==> config.mk <==
export PLATFORM = sky130hd
export DESIGN_NAME = mcu_controller
export DESIGN_NICKNAME = d
export VERILOG_FILES = /design/src/rtl/mcu_pkg.sv /design/src/rtl/mcu_controller.sv
export SDC_FILE = /design/constraint.sdc
export NUM_CORES = 1
export LEC_CHECK = 0
export ABC_AREA = 0
export BUFFER_PORTS_ARGS = -buffer_cell sky130_fd_sc_hd__buf_2
export CAP_MARGIN = 20
export CORE_UTILIZATION = 52
export DETAILED_ROUTE_END_ITERATION = 8
export GPL_ROUTABILITY_DRIVEN = 0
export PLACE_DENSITY = 0.84
export REMOVE_ABC_BUFFERS = 1
export SLEW_MARGIN = 20
export SYNTH_ARGS = -nofsm -noshare
export SYNTH_HDL_FRONTEND = slang
export SYNTH_SLANG_ARGS = --single-unit
==> constraint.sdc <==
create_clock -name clk -period 2.18 [get_ports clk]
set_input_delay 0.109 -clock clk [delete_from_list [all_inputs] [get_ports clk]]
set_output_delay 0.109 -clock clk [all_outputs]
set_load 0.02 [all_outputs]
==> src/rtl/mcu_pkg.sv <==
// mcu_pkg: shared definitions for the MCU sequencer and its datapath.
//   - opcode encodings (3-bit instruction register field)
//   - sequencer state encoding (P0..P7 plus HALTED)
//   - is_aluop(): true for opcodes whose operand is read from memory and
//     whose result is loaded into the accumulator (ADD, AND, XOR, LDA)
package mcu_pkg;

  localparam logic [2:0] OP_HLT = 3'b000;
  localparam logic [2:0] OP_SKZ = 3'b001;
  localparam logic [2:0] OP_ADD = 3'b010;
  localparam logic [2:0] OP_AND = 3'b011;
  localparam logic [2:0] OP_XOR = 3'b100;
  localparam logic [2:0] OP_LDA = 3'b101;
  localparam logic [2:0] OP_STO = 3'b110;
  localparam logic [2:0] OP_JMP = 3'b111;

  // ALU select value used outside the operand phases: operand passes through.
  localparam logic [2:0] ALU_PASS = 3'b000;

  typedef enum logic [3:0] {
    P0_INST_ADDR  = 4'd0,
    P1_INST_FETCH = 4'd1,
    P2_INST_LOAD  = 4'd2,
    P3_IDLE       = 4'd3,
    P4_OP_ADDR    = 4'd4,
    P5_OP_FETCH   = 4'd5,
    P6_ALU_OP     = 4'd6,
    P7_STORE      = 4'd7,
    HALTED        = 4'd8
  } state_t;

  function automatic logic is_aluop(input logic [2:0] op);
    return (op == OP_ADD) || (op == OP_AND) || (op == OP_XOR) || (op == OP_LDA);
  endfunction

endpackage

==> src/rtl/mcu_controller.sv <==
// mcu_controller: eight-phase Moore instruction sequencer for a small
// accumulator MCU.
// Ports:
//   clk      - system clock, rising edge
//   rst      - synchronous active-high reset (to P0, retired=0)
//   en       - run enable; 0 freezes state and suppresses the strobes
//   opcode   - instruction register opcode field (used combinationally)
//   zero     - accumulator-equals-zero flag (used combinationally)
//   sel      - address mux select, 1 = PC, 0 = IR operand address
//   rd       - memory read enable
//   wr       - memory write strobe
//   ld_ir    - instruction register load strobe
//   ld_ac    - accumulator load strobe
//   inc_pc   - PC increment strobe
//   ld_pc    - PC load (jump) strobe
//   data_e   - accumulator-to-bus drive enable
//   alu_op   - ALU operation select (opcode in P5..P7, pass otherwise)
//   halt     - processor halted
//   retired  - count of completed instructions, wraps at 256
module mcu_controller
  import mcu_pkg::*;
(
  input  logic       clk,
  input  logic       rst,
  input  logic       en,
  input  logic [2:0] opcode,
  input  logic       zero,
  output logic       sel,
  output logic       rd,
  output logic       wr,
  output logic       ld_ir,
  output logic       ld_ac,
  output logic       inc_pc,
  output logic       ld_pc,
  output logic       data_e,
  output logic [2:0] alu_op,
  output logic       halt,
  output logic [7:0] retired
);

  state_t     state;
  logic [7:0] retired_cnt;

  assign retired = retired_cnt;

  // State register: HALTED is absorbing until reset, so en is ignored there.
  always_ff @(posedge clk) begin
    if (rst) begin
      state       <= P0_INST_ADDR;
      retired_cnt <= 8'd0;
    end else if (en && (state != HALTED)) begin
      unique case (state)
        P0_INST_ADDR:  state <= P1_INST_FETCH;
        P1_INST_FETCH: state <= P2_INST_LOAD;
        P2_INST_LOAD:  state <= P3_IDLE;
        P3_IDLE:       state <= P4_OP_ADDR;
        P4_OP_ADDR:    state <= (opcode == OP_HLT) ? HALTED : P5_OP_FETCH;
        P5_OP_FETCH:   state <= P6_ALU_OP;
        P6_ALU_OP:     state <= P7_STORE;
        P7_STORE: begin
          state       <= P0_INST_ADDR;
          retired_cnt <= retired_cnt + 8'd1;
        end
        default:       state <= P0_INST_ADDR;
      endcase
    end
  end

  // Output decode. Level outputs follow the state alone; single-cycle
  // strobes are gated by en so a frozen sequencer never repeats an action.
  always_comb begin
    sel    = 1'b0;
    rd     = 1'b0;
    wr     = 1'b0;
    ld_ir  = 1'b0;
    ld_ac  = 1'b0;
    inc_pc = 1'b0;
    ld_pc  = 1'b0;
    data_e = 1'b0;
    alu_op = ALU_PASS;
    halt   = 1'b0;
    unique case (state)
      P0_INST_ADDR: begin
        sel = 1'b1;
      end
      P1_INST_FETCH: begin
        sel = 1'b1;
        rd  = 1'b1;
      end
      P2_INST_LOAD: begin
        sel   = 1'b1;
        rd    = 1'b1;
        ld_ir = en;
      end
      P3_IDLE: begin
        sel = 1'b1;
        rd  = 1'b1;
      end
      P4_OP_ADDR: begin
        inc_pc = en;
        halt   = (opcode == OP_HLT);
      end
      P5_OP_FETCH: begin
        rd     = is_aluop(opcode);
        alu_op = opcode;
      end
      P6_ALU_OP: begin
        rd     = is_aluop(opcode);
        alu_op = opcode;
        inc_pc = en && (opcode == OP_SKZ) && zero;
        ld_pc  = en && (opcode == OP_JMP);
        data_e = (opcode == OP_STO);
      end
      P7_STORE: begin
        rd     = is_aluop(opcode);
        alu_op = opcode;
        ld_ac  = en && is_aluop(opcode);
        ld_pc  = en && (opcode == OP_JMP);
        wr     = en && (opcode == OP_STO);
        data_e = (opcode == OP_STO);
      end
      HALTED: begin
        halt = 1'b1;
      end
      default: begin
        sel = 1'b0;
      end
    endcase
  end

endmodule

==> results.txt <==
The fraction of power consumed by the clock network came out at 37.1%. Setup violations remaining at the end of the flow were counted as 0. The detailed placer's ending HPWL is 1430 um. The highest ir drop seen on vdd is 0.000416 V. The die extent in x is 41.1 um.

The worst slack on hold paths came out at 0.198 ns. The final route contains 816 vias. The overall die area came out at 1690 um^2. After clock tree synthesis, the clock-pin slew on the worst setup and hold paths is 0.07 ns. The upper clock frequency limit is 493 MHz. The initial antenna violation count is 0. The maximum fanout along the worst path is 14. The filler cell count in the final layout is 118. The count of warnings emitted by yosys came out at 0. The share of Yosys cell area claimed by the top area cell type is 30.3%. The mux cell area share after synthesis is 7.10%. Among all stages on the critical path, the largest delay is contributed by dfxtp_1.

The flow ran to the end, and the final reports show no timing, DRC or antenna violations. The total routing usage reported by global routing is 27.8%. The category of the most critical setup path is reg2out.

In this run the cell area of the synthesized design comes to 793 um^2. The setup total negative slack came out at 0 ns. The maximum level of the CTS H-tree is 1. The number of synthesized register bits came out at 12. The number of clock buffers added by TritonCTS is 3. The chip height is 41.1 um.

The portion of the post-synthesis area used by sequential elements is 30.3%. The class of the worst hold path is in2reg. The count of antenna diodes in the layout came out at 0. Sequential cells burn 47.8% of the power. The slew at the pin with the worst max-slew slack is 0.411 ns. The initial core utilization came out at 58.1%. The synthesized netlist cell count is 99. The signal on the critical path passes through or4b_4, mux2_2, nor3_2, buf_2. The post-synthesis share of cell area spent on and, or, nand and nor gates is 38.8%.

The routed design has 2010 um of wire. The clock reaches the later pin of the worst-skew pair after 0.27 ns. The signal arrival time at the worst endpoint came out at 1.92 ns. TritonCTS built the clock tree. The first-pass GRT wire length came out at 2950 um. The detail route stage leaves a number of antenna-violating nets equal to 0. The tree is rooted in a clkbuf_4. The clock passes through at most 2 buffers. The clock arrives with 0.000360 ns of skew. In this run the static leakage power is 0.416 nW. Across the whole layout, storage elements account for 240 um^2. The post-route DRC violation count came out at 0. The number of hold buffers added after CTS was 0. The net switching power figure is 0.000126 W. The post-cts resize count is 0. The setup slack after placement is 0.367 ns. The post-placement cell area is 916 um^2.

Cells with a size suffix above 1 make up 33.1% of the layout. The largest net degree at the start of global routing is 17. The cell row count came out at 13.

The adder-cell share of the synthesized area is 1.58%. The share of total power in combinational logic is 15.1%. The cell total after placement is 135. The number of design-rule violations left by the first detailed-router iteration came out at 15.

In the post-synthesis netlist, the biggest area contributors are dfxtp_1 (30%), mux2_2 (7.1%), nor2_1 (4.7%). Power spread over the standard cell area amounts to 502 nW/um^2. The biggest cell delay along the critical path came out at 0.55 ns.

In the post-route analysis, the smallest setup slack over all paths is 0.152 ns. The worst setup path is captured at a primary output. Of all cell types, the one taking the most synthesized area is dfxtp_1. Setup repair after global routing left no endpoint under its margin. The floorplan core area came out at 1370 um^2. The relative max-transition margin is 72.4%. The post-synthesis to final-layout area growth is 20.0%.

The detailed-router iteration count before antenna repair came out at 4. The fraction of power spent switching nets is 26.3%. The required time of the critical path came out at 2.07 ns. The cell area after layout is 952 um^2. The number of global-route vias before repair came out at 673. The design internal power came out at 0.000353 W. The max-cap check violation count is 0. By area, the combinational part of the netlist is dominated by simple AND/OR/NAND/NOR gates. The remaining global-route overflow is 0.

The multi-input logic area came out at 504 um^2. The synthesized area per cell came out at 8.01 um^2. The sink count of the clock tree came out at 12. After layout, the minimum clock period comes to 2.03 ns.

During I/O placement, the number of pins put on the boundary was 27. The final-stage net count came out at 133. The count of final hold-check violations is 0. The number of setup buffers added after CTS came out at 0.

Synthesis instantiated 37 different standard cells from the library. The startpoint type of the worst setup path is a flop. The max-slew violation total from the final report is 0. After detailed routing, the number of vias per cell comes to 5.87.

The xor and xnor area share after synthesis is 1.10%. Once layout is complete, the cells apart from fillers number 139. The synthesized netlist devotes 15.0% of its cell area to compound gates.

The ratio of final minimum period to clock period came out at 93.0%. The routed wirelength normalized by instance count came out at 14.5 um. Buffers placed on the I/O ports in this run total 26.
==> kinds of logic after synthesis <==
group           count (synthesis)
fa+ha+maj                       1
compound gates                 19
simple gates                   52
xor+xnor                        1
buf+inv                         9
flops                          12
mux                             5
==> cells in the final DEF (no fill, tap or decap), drive strengths merged, types with 3 or more instances in the layout <==
cell    instances
a21oi           7
and2            3
buf            28
clkbuf          4
dfxtp          12
mux2            5
nand2           6
nand2b          4
nand3           4
nor2           10
nor2b           3
nor3            4
nor4            3
o21ai           5
or3             3
==> state kept, by name, indices dropped and copies added, names as in the netlist <==
signal	count
state	4
retired	8
==> metal layers <==
metal / vias up / routed length (um) / global-route usage (%)
li1: 409 / - / -
met1: 392 / 870 / 30.9
met2: 13 / 1080 / 48.0
met3: 2 / 56 / 9.78
met4: 0 / 10 / 10.0
met5: - / 0 / 0
==> worst paths after layout <==
check                           from                       to  slack, ns  cells past startpoint
max            state[2]$_SDFFE_PP0N_                     halt       0.15                      4
min                              rst    state[2]$_SDFFE_PP0N_       0.20                      2
max reg2reg    state[2]$_SDFFE_PP0N_  retired[7]$_SDFFE_PP0P_       0.33                      3
min reg2reg  retired[4]$_SDFFE_PP0P_  retired[4]$_SDFFE_PP0P_       0.53                      2
==> power groups by stage <==
| stage | combinational (W) | sequential [W] | clock [W] |
|---|---|---|---|
| floorplan | 0.0000339 | 0.000238 | 0 |
| global placement | 0.0000688 | 0.000233 | 0 |
| detailed placement | 0.0000716 | 0.000233 | 0 |
| CTS | 0.0000718 | 0.000228 | 0.000185 |
| global route | 0.0000795 | 0.000229 | 0.000193 |
| finish | 0.0000723 | 0.000229 | 0.000178 |
==> layout make-up <==
cell class | count | area share, %
tap | 15 | 1.97
clock buffer | 4 | 3.81
timing repair buffer | 28 | 15.2
inverter | 2 | 0.788
sequential | 12 | 25.2
multi-input combinational | 78 | 53.0
==> worst max-delay path, delay by kind of cell, from the launching register on <==
kind	cells	cell delay, ns
muxes	1	0.29
DFF	1	0.55
buffers and inverters	1	0.17
and+or+nand+nor	2	0.62
==> through the flow <==
step	power, W	utilization, %
final	0.000478	69.7
after global routing	0.000502	69.7
after CTS	0.000485	69.7
after detailed placement	0.000305	67.0
after global placement	0.000302	67.0
after floorplan	0.000272	-
==> synth_stat cells, drive strengths merged <==
cell type,n
a21o,1
nand4b,2
nand4,2
clkbuf,2
o31ai,2
a21bo,1
nor2b,3
a211oi,1
nor3,4
and3,1
nor4,3
or4b,2
nor3b,2
nand3,4
ha,1
xnor2,1
nor2,10
nand2b,4
and4b,1
a221o,1
a2bb2oi,1
buf,5
a21oi,7
inv,2
nand3b,1
dfxtp,12
and2,3
or3,3
nand2,6
and3b,1
mux2,5
o21ai,5
Power figures use the tool's default switching activity.
